--- src/rtl/sseg_ctrl_pkg.sv ---
// rtl/sseg_ctrl_pkg.sv - shared types and sizing helpers for the seven-segment display controller
package sseg_ctrl_pkg;

    typedef enum logic [1:0] {
        IDLE = 2'd0,
        CONV = 2'd1,
        FMT  = 2'd2
    } state_t;

    localparam int MAX_WIDTH = 16;
    // Bit counter only has to reach WIDTH-1, so MAX_WIDTH-1 sets its size.
    localparam int CNT_W     = $clog2(MAX_WIDTH);

    // Decimal digits needed to hold 2^(width-1), the largest magnitude of a signed value.
    function automatic int BCD_DIGITS(input int width);
        int v;
        int n;
        v = 1 << (width - 1);
        n = 1;
        while (v >= 10) begin
            v = v / 10;
            n = n + 1;
        end
        return n;
    endfunction

    function automatic int HEX_DIGITS(input int width);
        return (width + 3) / 4;
    endfunction

endpackage

--- src/rtl/sseg_bin2bcd_serial.sv ---
// rtl/sseg_bin2bcd_serial.sv - serial double-dabble converter, one input bit per shift cycle
module sseg_bin2bcd_serial
    import sseg_ctrl_pkg::*;
#(
    parameter int WIDTH = 12,
    parameter int BD    = BCD_DIGITS(WIDTH)
) (
    input  logic              clk,
    input  logic              rst_n,
    input  logic              load,
    input  logic              shift,
    input  logic [WIDTH-1:0]  bin_in,
    output logic [4*BD-1:0]   bcd,
    output logic              last_bit
);

    logic [WIDTH-1:0] sr_q;
    logic [4*BD-1:0]  bcd_q;
    logic [4*BD-1:0]  adj;
    logic [CNT_W-1:0] cnt_q;

    // Add 3 to every digit of 5 or more so the following left shift carries correctly.
    always_comb begin
        adj = bcd_q;
        for (int d = 0; d < BD; d++) begin
            if (bcd_q[4*d +: 4] >= 4'd5) begin
                adj[4*d +: 4] = bcd_q[4*d +: 4] + 4'd3;
            end
        end
    end

    always_ff @(posedge clk or negedge rst_n) begin
        if (!rst_n) begin
            sr_q  <= '0;
            bcd_q <= '0;
            cnt_q <= '0;
        end else if (load) begin
            sr_q  <= bin_in;
            bcd_q <= '0;
            cnt_q <= '0;
        end else if (shift) begin
            sr_q  <= sr_q << 1;
            bcd_q <= {adj[4*BD-2:0], sr_q[WIDTH-1]};
            cnt_q <= cnt_q + CNT_W'(1);
        end
    end

    assign bcd      = bcd_q;
    assign last_bit = (cnt_q == CNT_W'(WIDTH - 1));

endmodule

--- src/rtl/sseg_display_ctrl.sv ---
// rtl/sseg_display_ctrl.sv - formats a signed decimal or hex value into per-digit seven-segment drive
module sseg_display_ctrl
    import sseg_ctrl_pkg::*;
#(
    parameter int NUM_DIGITS = 4,
    parameter int WIDTH      = 12
) (
    input  logic                    clk,
    input  logic                    rst_n,
    input  logic                    start,
    input  logic                    mode_dec,
    input  logic [WIDTH-1:0]        value,
    output logic                    busy,
    output logic                    done,
    output logic                    ovf,
    output logic [4*NUM_DIGITS-1:0] dig_bin,
    output logic [NUM_DIGITS-1:0]   dig_neg,
    output logic [NUM_DIGITS-1:0]   dig_en
);

    localparam int BD = BCD_DIGITS(WIDTH);
    localparam int HD = HEX_DIGITS(WIDTH);
    localparam int SD = (BD > HD) ? BD : HD;
    // Source digit vector is at least as wide as the display so every digit index is in range.
    localparam int SW = (SD > NUM_DIGITS) ? SD : NUM_DIGITS;

    state_t state_q, state_d;

    logic             capture;
    logic             conv_load;
    logic             conv_shift;
    logic             last_bit;
    logic             dec_q;
    logic             neg_q;
    logic [WIDTH-1:0] value_q;
    logic [WIDTH-1:0] mag;
    logic [4*BD-1:0]  bcd;

    logic [4*SW-1:0]         src;
    int                      sig;
    logic                    fmt_ovf;
    logic [4*NUM_DIGITS-1:0] fmt_bin;
    logic [NUM_DIGITS-1:0]   fmt_en;
    logic [NUM_DIGITS-1:0]   fmt_neg;

    logic                    done_q;
    logic                    ovf_q;
    logic [4*NUM_DIGITS-1:0] bin_q;
    logic [NUM_DIGITS-1:0]   neg_out_q;
    logic [NUM_DIGITS-1:0]   en_q;

    // Most negative input negates to itself, which reads correctly as the unsigned magnitude.
    assign mag = value[WIDTH-1] ? (~value + WIDTH'(1)) : value;

    sseg_bin2bcd_serial #(
        .WIDTH (WIDTH),
        .BD    (BD)
    ) u_bin2bcd (
        .clk      (clk),
        .rst_n    (rst_n),
        .load     (conv_load),
        .shift    (conv_shift),
        .bin_in   (mag),
        .bcd      (bcd),
        .last_bit (last_bit)
    );

    always_ff @(posedge clk or negedge rst_n) begin
        if (!rst_n) begin
            state_q <= IDLE;
        end else begin
            state_q <= state_d;
        end
    end

    always_comb begin
        state_d    = state_q;
        capture    = 1'b0;
        conv_load  = 1'b0;
        conv_shift = 1'b0;
        case (state_q)
            IDLE: begin
                if (start) begin
                    capture = 1'b1;
                    if (mode_dec) begin
                        conv_load = 1'b1;
                        state_d   = CONV;
                    end else begin
                        state_d   = FMT;
                    end
                end
            end
            CONV: begin
                conv_shift = 1'b1;
                if (last_bit) begin
                    state_d = FMT;
                end
            end
            FMT: begin
                state_d = IDLE;
            end
            default: begin
                state_d = IDLE;
            end
        endcase
    end

    always_ff @(posedge clk or negedge rst_n) begin
        if (!rst_n) begin
            dec_q   <= 1'b0;
            neg_q   <= 1'b0;
            value_q <= '0;
        end else if (capture) begin
            dec_q   <= mode_dec;
            neg_q   <= mode_dec & value[WIDTH-1];
            value_q <= value;
        end
    end

    always_comb begin
        src = '0;
        if (dec_q) begin
            src[4*BD-1:0] = bcd;
        end else begin
            src[WIDTH-1:0] = value_q;
        end

        sig = 1;
        for (int i = 0; i < SW; i++) begin
            if (src[4*i +: 4] != 4'd0) begin
                sig = i + 1;
            end
        end

        fmt_ovf = (sig > NUM_DIGITS) || (neg_q && (sig == NUM_DIGITS));

        fmt_bin = '0;
        fmt_en  = '0;
        fmt_neg = '0;
        for (int i = 0; i < NUM_DIGITS; i++) begin
            if (fmt_ovf) begin
                fmt_en[i]  = 1'b1;
                fmt_neg[i] = 1'b1;
            end else if (i < sig) begin
                fmt_en[i]         = 1'b1;
                fmt_bin[4*i +: 4] = src[4*i +: 4];
            end else if ((i == sig) && neg_q) begin
                fmt_en[i]  = 1'b1;
                fmt_neg[i] = 1'b1;
            end
        end
    end

    // Display registers only load in FMT so the digits hold steady during a conversion.
    always_ff @(posedge clk or negedge rst_n) begin
        if (!rst_n) begin
            done_q    <= 1'b0;
            ovf_q     <= 1'b0;
            bin_q     <= '0;
            neg_out_q <= '0;
            en_q      <= '0;
        end else begin
            done_q <= (state_q == FMT);
            if (state_q == FMT) begin
                ovf_q     <= fmt_ovf;
                bin_q     <= fmt_bin;
                neg_out_q <= fmt_neg;
                en_q      <= fmt_en;
            end
        end
    end

    assign busy    = (state_q != IDLE);
    assign done    = done_q;
    assign ovf     = ovf_q;
    assign dig_bin = bin_q;
    assign dig_neg = neg_out_q;
    assign dig_en  = en_q;

endmodule

--- config.mk ---
export PLATFORM = sky130hd
export DESIGN_NAME = sseg_display_ctrl
export DESIGN_NICKNAME = d
export VERILOG_FILES = /design/src/rtl/sseg_ctrl_pkg.sv /design/src/rtl/sseg_bin2bcd_serial.sv /design/src/rtl/sseg_display_ctrl.sv
export SDC_FILE = /design/constraint.sdc
export NUM_CORES = 1
export LEC_CHECK = 0
export BUFFER_PORTS_ARGS = -buffer_cell sky130_fd_sc_hd__buf_2
export CAP_MARGIN = 30
export CORE_UTILIZATION = 30
export CTS_CLUSTER_DIAMETER = 150
export CTS_CLUSTER_SIZE = 20
export DETAILED_ROUTE_END_ITERATION = 16
export SYNTH_ARGS = -nofsm -noshare
export SYNTH_HDL_FRONTEND = slang
export SYNTH_SLANG_ARGS = --single-unit
--- constraint.sdc ---
create_clock -name clk -period 1.9 [get_ports clk]
set_input_delay 0 -clock clk [delete_from_list [all_inputs] [get_ports clk]]
set_output_delay 0 -clock clk [all_outputs]
set_load 0.05 [all_outputs]
==> impl_metrics.yaml, run 1 <==
status:
  outcome: "finished, final reports clean"
detailed_routing:
  ant_nets: 0
  dr_total_vias: 2812
  drcViolationCount: 0
  route.met2.wl_mm: 3.81
  wl_met1_mm: 4.28
  routed.top_layer: "met4"
  viasPerCell: 4.99
  wl_per_cell_um: 14.9
  dr.pass1.iters: 4
  drtIter0Drc: 123
  routed_wl_mm: 8.41
  wl_met3_um: 253
cts:
  clk_path_buf_depth: 2
  cts_buffers: 9
  postCtsSetupBuffers: 0
  insertion_delay_ns: 0.33
  cts_tree: "yes"
  path_clk_slew_ns: 0.05
  cts-root-buf: "clkbuf_16"
  clock-sinks: 74
  htreeDepth: 3
sta:
  setup-violations-final: 0
  whs_ns: 0.00962
  drv_slew: 0
  post-route-period-util: 0.929
  fmax_ghz: 0.567
  slew_headroom: 0.563
  worst_slack_ns: 0.136
  skew_ns: 0.00546
  timing.setup.tns_ns: 0
  rsz0062_at_grt: "no"
  fin_crit_ns: 1.76
  finalHoldViolCount: 0
  tightest_slew_ns: 0.656
yosys:
  ys_seq_area_frac: 0.501
  synthCells: 354
  synth_top_family_by_area: "simple AND/OR/NAND/NOR gates"
  synthXorXnorAreaFrac: 0.0402
  ys_ff_latch: 74
  ys.flop_type: "dfrtp_1"
  synth-compound-area-share: 0.145
  synth-async-reset-ratio: 1.00
  synth.area.mux_share: 0.0957
  ys_types: 42
  synth-edff-count: 0
  synthSimpleGateAreaFrac: 0.145
  synth_fa_ha_area_frac: 0.0338
  avgSynthCellArea_um2: 10.5
  syn_nets: 380
  ys_warn_count: 0
  syn-cell-area_um2: 3700
hold_path:
  hold_path.class: "primary input to register"
final_layout:
  area_growth_pct: 21.8
  fin_cells: 564
  nFillCells: 1199
  drive_gt1_frac: 0.252
  nNetsFinal: 438
  diodes: 0
power_and_ir_drop:
  p_leak_uw: 0.00206
  power.density_nw_per_um2: 1790
  ir_drop_v: 0.000756
global_route:
  grt_pass1_wl_mm: 14.4
  grt.total_usage: 0.146
  grt_max_degree: 75
  grt_antenna_before_repair: 0
  grt.overflow.total: 0
  grt_pass1_vias: 2843
floorplan:
  start_util: 0.308
  core_area_um2: 12000
  rows: 40
  die_x_um: 113
  boundaryPins: 43
  die_area_um2: 12800
  fp.dieH_um: 113
place:
  io_buffers: 42
  dp_slack_ns: 0.0477
  place.gp.congestion: 0.848
  dp_hpwl_mm: 6.02
  dp_cells: 538
worst_setup_path:
  required_ns: 2.10
  max_stage_delay_ns: 0.49
  critPathCaptureType: "register"
  cp.arrival_ns: 1.96
  cp_slowest_cell: "nor4_1"
  critPathMaxFanout: 6
  path_class: "register to register"
  crit_chain: "nor4_1, nand3_1, a2111oi_0, nor2_1"
  worstSetupStartpointType: "register"
flow_run:
  max-cap-violations: 0
placed cells by master (no fill, tap or decap), drive strengths merged, types with 2 or more instances in the layout:
| cell | n |
|---|---|
| nand2 | 40 |
| inv | 17 |
| nand4 | 2 |
| xor2 | 5 |
| o31ai | 10 |
| and3b | 2 |
| mux2 | 19 |
| dfrtp | 74 |
| a221o | 2 |
| a31oi | 5 |
| a32o | 4 |
| nor3 | 3 |
| a22o | 4 |
| nor4 | 6 |
| clkbuf | 14 |
| buf | 54 |
| xnor2 | 12 |
| nor3b | 2 |
| dlygate4sd3 | 10 |
| nor2 | 16 |
| ha | 10 |
| and3 | 5 |
| nand2b | 7 |
| o21ai | 36 |
| clkinv | 2 |
| mux2i | 14 |
| nand3 | 17 |
| a21oi | 16 |
Yosys cell counts, types with 5 or more instances:
library cell / number / area [um^2]
dfrtp_1: 74 / 1850
nand2_1: 40 / 150
o21ai_0: 22 / 110
mux2_2: 19 / 214
nand3_1: 17 / 85.1
a21oi_1: 16 / 80.1
inv_1: 16 / 60.1
nor2_1: 15 / 56.3
mux2i_1: 14 / 140
xnor2_1: 12 / 105
clkbuf_1: 10 / 37.5
ha_1: 10 / 125
o21ai_2: 10 / 87.6
o31ai_1: 10 / 75.1
nand2b_1: 7 / 43.8
a31oi_1: 5 / 31.3
and3_1: 5 / 31.3
xor2_1: 5 / 43.8
stage by stage:
| step | utilization | area (um^2) | total power (uW) |
|---|---|---|---|
| after floorplan | - | 3700 | 5550 |
| after global placement | 0.342 | 4110 | 6410 |
| after detailed placement | 0.342 | 4110 | 6510 |
| after CTS | 0.374 | 4500 | 8150 |
| after global routing | 0.375 | 4510 | 8670 |
| final | 0.375 | 4510 | 8080 |
report_power, final:
group | switching (uW) | internal (uW)
clock | 600 | 986
sequential | 598 | 2260
combinational | 2280 | 1360
total | 3480 | 4610
layer usage:
metal | track usage | up-vias
li1 | - | 1367
met5 | 0 | -
met1 | 0.200 | 1390
met2 | 0.222 | 49
met4 | 0.0465 | 0
met3 | 0.0455 | 6
what timing repair did:
action | 4_1_cts | 5_1_grt
hold buffers | 10 | 0
gates resized for setup | 0 | 2
endpoints found under the hold margin | 84 | 0
setup endpoints to repair | 0 | 2
area by class of cell:
| cell class | instances | area, um^2 | area share |
|---|---|---|---|
| Tap cell | 147 | 184 | 0.0408 |
| Timing Repair Buffer | 64 | 413 | 0.0916 |
| Clock inverter | 2 | 10.0 | 0.00222 |
| Clock buffer | 14 | 274 | 0.0608 |
| Inverter | 17 | 63.8 | 0.0142 |
| Multi-Input combinational cell | 246 | 1710 | 0.380 |
| Sequential cell | 74 | 1850 | 0.411 |
logic make-up after synthesis:
family | Yosys count
simple gates | 105
mux | 33
flops | 74
compound gates | 81
fa+ha+maj | 10
buf+inv | 34
xor+xnor | 17
path summary, 6_finish.rpt:
path | cells after the start | startpoint | slack [ns] | endpoint
min reg2reg | 2 | ovf | 0.46 | ovf
min in group asynchronous | 3 | rst_n | 0.21 | u_bin2bcd.sr_q[2]
min | 2 | value[4] | 0.01 | value_q[4]
max in group asynchronous | 3 | rst_n | 1.34 | ovf
max reg2reg | 4 | u_bin2bcd.bcd[4] | 0.14 | dig_en[1]
max | 4 | u_bin2bcd.bcd[4] | 0.14 | dig_en[1]
critical path, delay by kind of cell, from the launching register on:
kind | cells | cell delay [ns]
flops | 1 | 0.44
simple gates | 3 | 0.76
compound gates | 1 | 0.44
state kept, by name, indices dropped and copies added (netlist names):
signal / count
done: 1
dig_neg: 4
value_q: 12
dig_en: 4
dec_q: 1
dig_bin: 16
ovf: 1
u_bin2bcd.bcd: 16
state_q: 2
u_bin2bcd.cnt_q: 4
u_bin2bcd.sr_q: 12
neg_q: 1
(Power assumes the default switching activity.)
==> run 2, diff against run 1 <==
--- a/config.mk
+++ b/config.mk
@@ -8,9 +8,10 @@
 export BUFFER_PORTS_ARGS = -buffer_cell sky130_fd_sc_hd__buf_2
 export CAP_MARGIN = 30
 export CORE_UTILIZATION = 30
-export CTS_CLUSTER_DIAMETER = 150
+export CTS_CLUSTER_DIAMETER = 30
 export CTS_CLUSTER_SIZE = 20
 export DETAILED_ROUTE_END_ITERATION = 16
+export REMOVE_ABC_BUFFERS = 1
 export SYNTH_ARGS = -nofsm -noshare
 export SYNTH_HDL_FRONTEND = slang
 export SYNTH_SLANG_ARGS = --single-unit
==> run 2 against run 1 <==
Cell count is 0.18% higher. Register-to-register slack hardly changed. Sequential share of layout area is 0.64 points lower. Total power is 4.1% higher. Sequential power is 1% lower. Global-route usage is 0.088 points lower. Final area is 1.6% higher. Critical path type unchanged. Critical endpoint is now u_bin2bcd.bcd[6]. Highest routed layer unchanged.
==> impl_metrics.yaml, run 2 (same netlist as run 1, synthesis figures left out) <==
final_layout:
  area_growth_pct: 23.7
  layout_commonest_cell: "dfrtp_1"
  drive_gt1_frac: 0.251
  layout_common_cells: "dfrtp_1 (74), buf_2 (42), nand2_1 (40)"
  nNetsFinal: 440
  diodes: 0
detailed_routing:
  routed_wl_mm: 8.61
  viasPerCell: 4.99
  ant_nets: 0
  dr.pass1.iters: 4
  drtIter0Drc: 120
  drcViolationCount: 0
  dr_total_vias: 2820
  wl_per_cell_um: 15.2
power_and_ir_drop:
  power.density_nw_per_um2: 1840
  ir_drop_v: 0.00105
  finalPower_uw: 8410
  p_leak_uw: 0.00209
cts:
  cts_buffers: 9
  cts_tree: "yes"
  postCtsSetupBuffers: 0
  clock-sinks: 74
  cts-root-buf: "clkbuf_16"
  path_clk_slew_ns: 0.06
  htreeDepth: 3
  clk_path_buf_depth: 2
  insertion_delay_ns: 0.34
sta:
  drv_slew: 0
  post-route-period-util: 0.924
  slew_headroom: 0.532
  finalHoldViolCount: 0
  fmax_ghz: 0.570
  skew_ns: 0.00727
  tightest_slew_ns: 0.702
  fin_crit_ns: 1.76
  setup-violations-final: 0
  rsz0062_at_grt: "no"
  timing.setup.tns_ns: 0
worst_setup_path:
  cp_slowest_cell: "dfrtp_1"
  critPathMaxFanout: 6
  worstSetupStartpointType: "register"
  crit_buf_inv: 1
  critPathCaptureType: "register"
  crit_family: "compound AO/OA/AOI/OAI gates"
  required_ns: 2.16
  crit_chain: "inv_1, ha_1, nand2b_1, a21oi_1, mux2_2, o21ai_0"
  path_class: "register to register"
  max_stage_delay_ns: 0.45
  cp.arrival_ns: 2.01
floorplan:
  die_area_um2: 12800
  rows: 40
  die_x_um: 113
  core_area_um2: 12000
  fp.dieH_um: 113
  boundaryPins: 43
  start_util: 0.308
global_route:
  use_met2: 0.227
  grt_antenna_before_repair: 0
  top_usage_layer: "met2"
  grtUsageMet1: 0.197
  grt.overflow.total: 0
  grt_pass1_vias: 2786
  grtUsageMet3: 0.0402
  grt_max_degree: 49
  grt.total_usage: 0.145
  grt_pass1_wl_mm: 14.3
place:
  io_buffers: 42
  dp_hpwl_mm: 6.10
  place.gp.congestion: 0.830
hold_path:
  hold_path.class: "primary input to register"
status:
  outcome: "finished, final reports clean"
flow_run:
  max-cap-violations: 0
run 2: cell count changes in the layout (fill, tap and decap cells not counted):
cell           change
bufinv_16          +3
clkbuf_8           -3
dlygate4sd3_1      +2
a21oi_1            +1
a21oi_2            -1
clkbuf_1           -1
clkinv_2           -1
clkinv_4           +1
nor4_1             -1
nor4_2             +1
run 2: worst reg2reg max path: cells and delay by family (launching register included):
| kind | cells | cell delay, ns |
|---|---|---|
| AO/OA/AOI/OAI | 2 | 0.47 |
| adder cells (fa/ha/maj) | 1 | 0.20 |
| AND/OR/NAND/NOR | 1 | 0.07 |
| buffers and inverters | 1 | 0.12 |
| multiplexers | 1 | 0.38 |
| flip-flops | 1 | 0.45 |
run 2: area by class of cell:
type / instances / area [um^2]
fillers: 1203 / 7430
clock inverters: 5 / 104
well taps: 147 / 184
repair buffers: 66 / 433
multi-input cells: 246 / 1710
flip-flops and latches: 74 / 1850
clock buffers: 10 / 229
inverters: 17 / 63.8
run 2: worst paths after layout:
| path | start | end | slack (ns) | cells after the start |
|---|---|---|---|---|
| max reg2reg | u_bin2bcd.bcd[4] | u_bin2bcd.bcd[6] | 0.14 | 6 |
| min in group asynchronous | rst_n | dig_en[0] | 0.24 | 2 |
| min | value[3] | value_q[3] | 0.02 | 2 |
| min reg2reg | dig_en[0] | dig_en[0] | 0.46 | 1 |
| max | u_bin2bcd.bcd[4] | u_bin2bcd.bcd[6] | 0.14 | 6 |
| max in group asynchronous | rst_n | u_bin2bcd.sr_q[5] | 0.97 | 3 |
run 2: metal layers:
layer | share of wire | routed length [um]
met1 | 0.49 | 4180
met2 | 0.46 | 3970
met3 | 0.040 | 342
met4 | 0.013 | 108
met5 | 0 | 0
run 2: per-stage QoR:
stage                     hold WS [ns]  instances  cell area (um^2)  setup slack, ns   util
after floorplan                 -0.296        337              3620          -0.0248      -
after global placement          0.0679        538              4110            0.129  0.342
after detailed placement        0.0677        538              4110            0.129  0.342
after CTS                       0.0104        565              4570            0.101  0.380
after global routing            0.0201        565              4580          0.00636  0.381
final                           0.0234        565              4580            0.145  0.381
run 2: repair_timing:
| item | in CTS | in global routing |
|---|---|---|
| hold buffers | 12 | 0 |
| setup endpoints to repair | 0 | 1 |
| endpoints found under the hold margin | 38 | 0 |
| gates resized for setup | 0 | 2 |
run 2: where the power goes:
| part | switching (uW) | internal (uW) | leakage, uW | total [uW] |
|---|---|---|---|---|
| clock network | 648 | 1280 | 0.000163 | 1920 |
| registers | 557 | 2260 | 0.000934 | 2820 |
| logic | 2300 | 1370 | 0.000991 | 3670 |
| total | 3510 | 4900 | 0.00209 | 8410 |
==> run 3, diff against run 2 <==
--- a/config.mk
+++ b/config.mk
@@ -7,10 +7,11 @@
 export LEC_CHECK = 0
 export BUFFER_PORTS_ARGS = -buffer_cell sky130_fd_sc_hd__buf_2
 export CAP_MARGIN = 30
-export CORE_UTILIZATION = 30
+export CORE_UTILIZATION = 58
 export CTS_CLUSTER_DIAMETER = 30
 export CTS_CLUSTER_SIZE = 20
 export DETAILED_ROUTE_END_ITERATION = 16
+export PLACE_DENSITY = 0.79
 export REMOVE_ABC_BUFFERS = 1
 export SYNTH_ARGS = -nofsm -noshare
 export SYNTH_HDL_FRONTEND = slang
==> run 3 against run 2 <==
Hold slack improved by 0.11 ns. Highest routed layer unchanged. Core utilization rose by 35 points. Sequential share of layout area rose by 1.5 points. Maximum frequency fell by 1.8%.
==> impl_metrics.yaml, run 3 (same netlist as run 1, synthesis figures left out) <==
cts:
  clk_path_buf_depth: 2
  clock-sinks: 74
  cts_tree: "yes"
  cts_buffers: 9
  postCtsSetupBuffers: 0
  insertion_delay_ns: 0.35
  path_clk_slew_ns: 0.07
  htreeDepth: 3
  cts-root-buf: "clkbuf_8"
sta:
  post-route-period-util: 0.941
  tightest_slew_ns: 0.694
  setup-violations-final: 0
  slew_headroom: 0.538
  fin_crit_ns: 1.79
  skew_ns: 0.00582
  fmax_ghz: 0.559
  rsz0062_at_grt: "no"
  drv_slew: 0
  finalHoldViolCount: 0
final_layout:
  layout_common_cells: "dfrtp_1 (74), buf_2 (42), nand2_1 (40)"
  drive_gt1_frac: 0.246
  area_growth_pct: 19.4
  layout_commonest_cell: "dfrtp_1"
  fin_cells: 494
  nNetsFinal: 440
  diodes: 0
power_and_ir_drop:
  switching_share: 0.427
  p_int_uw: 4640
  p_comb_frac: 0.452
  finalPower_uw: 8090
  power.density_nw_per_um2: 1830
  p_sw_uw: 3460
  power.share.sequential: 0.348
  p_leak_uw: 0.00206
  clockPowerShare: 0.200
  ir_drop_v: 0.00125
worst_setup_path:
  required_ns: 2.12
  critPathMaxFanout: 6
  rrSetupSlack_ns: 0.11
  critPathCaptureType: "register"
  cp.arrival_ns: 2.01
  worst_r2r_path_depth: 4
  r2r-end: "dig_en[1]"
  path_class: "register to register"
  worstSetupStartpointType: "register"
  reg2reg_from: "u_bin2bcd.bcd[4]"
place:
  dp_hpwl_mm: 5.39
  place.gp.congestion: 0.859
  dp_cells: 464
  io_buffers: 42
hold_path:
  hold_end: "state_q[1]"
  hold_path.class: "primary input to register"
  min_from: "start"
  hold_path_depth: 5
detailed_routing:
  dr_total_vias: 2896
  viasPerCell: 5.86
  routed_wl_mm: 8.06
  drtIter0Drc: 132
  drcViolationCount: 0
  ant_nets: 0
  wl_per_cell_um: 16.3
  dr.pass1.iters: 4
flow_run:
  max-cap-violations: 0
floorplan:
  die_x_um: 81.9
  rows: 28
  core_area_um2: 6030
  fp.dieH_um: 81.9
  die_area_um2: 6700
  boundaryPins: 43
  start_util: 0.614
status:
  outcome: "finished, final reports clean"
global_route:
  grt.overflow.total: 0
  grt.total_usage: 0.277
  grt_pass1_wl_mm: 13.7
  grt_pass1_vias: 2857
  grt_antenna_before_repair: 0
  grt_max_degree: 47
## run 3: power by group through the flow
stage                     Combinational, uW  Clock [uW]  Sequential (uW)
after floorplan                        1930           0             3520
after global placement                 3500           0             2790
after detailed placement               3610           0             2820
after CTS                              3650        1640             2810
after global routing                   4010        1700             2920
final                                  3660        1620             2820
## run 3: worst max-delay path by stage
stage / from / end / slack, ns
after detailed placement: u_bin2bcd.bcd[0] / u_bin2bcd.bcd[2] / 0.18
after global placement: u_bin2bcd.bcd[0] / u_bin2bcd.bcd[2] / 0.22
after CTS: u_bin2bcd.bcd[4] / dig_en[1] / 0.14
after floorplan: state_q[0] / u_bin2bcd.bcd[11] / -0.02
after global routing: u_bin2bcd.bcd[0] / u_bin2bcd.bcd[2] / 0.01
final: u_bin2bcd.bcd[4] / dig_en[1] / 0.11
## run 3: layout make-up
type,count,area [um^2]
timing repair buffer,66,438
clock inverter,5,125
clock buffer,11,141
sequential,74,1850
inverter,17,63.8
tap,75,93.8
fill,431,1610
multi-input combinational,246,1700
## run 3: metal layers
layer,track usage,part of all wire,vias up
met5,0,0,-
met4,0.123,0.015,0
met3,0.0533,0.046,14
met2,0.466,0.51,88
met1,0.346,0.43,1416
li1,-,-,1378
## run 3: per-stage QoR
step           worst slack (ns)  setup TNS, ns  hold WS, ns  utilization  area, um^2
2_1_floorplan           -0.0248        -0.0994       -0.296            -        3620
3_3_place_gp              0.225              0       0.0640        0.665        4010
3_5_place_dp              0.178              0       0.0731        0.665        4010
4_1_cts                   0.140              0        0.121        0.733        4410
5_1_grt                  0.0114              0        0.186        0.733        4420
6_report                  0.112              0        0.137        0.733        4420
## run 3: timing repair
item	CTS	global route
hold endpoints to repair	47	0
resized for setup	0	1
hold buffers	14	0
setup endpoints to repair	0	1
## run 3: critical path, stage by stage (launching register included)
cell and delay, ns:
dfrtp_1 0.44, nor4_1 0.52, nand3_1 0.20, a2111oi_0 0.41
nor2_1 0.09
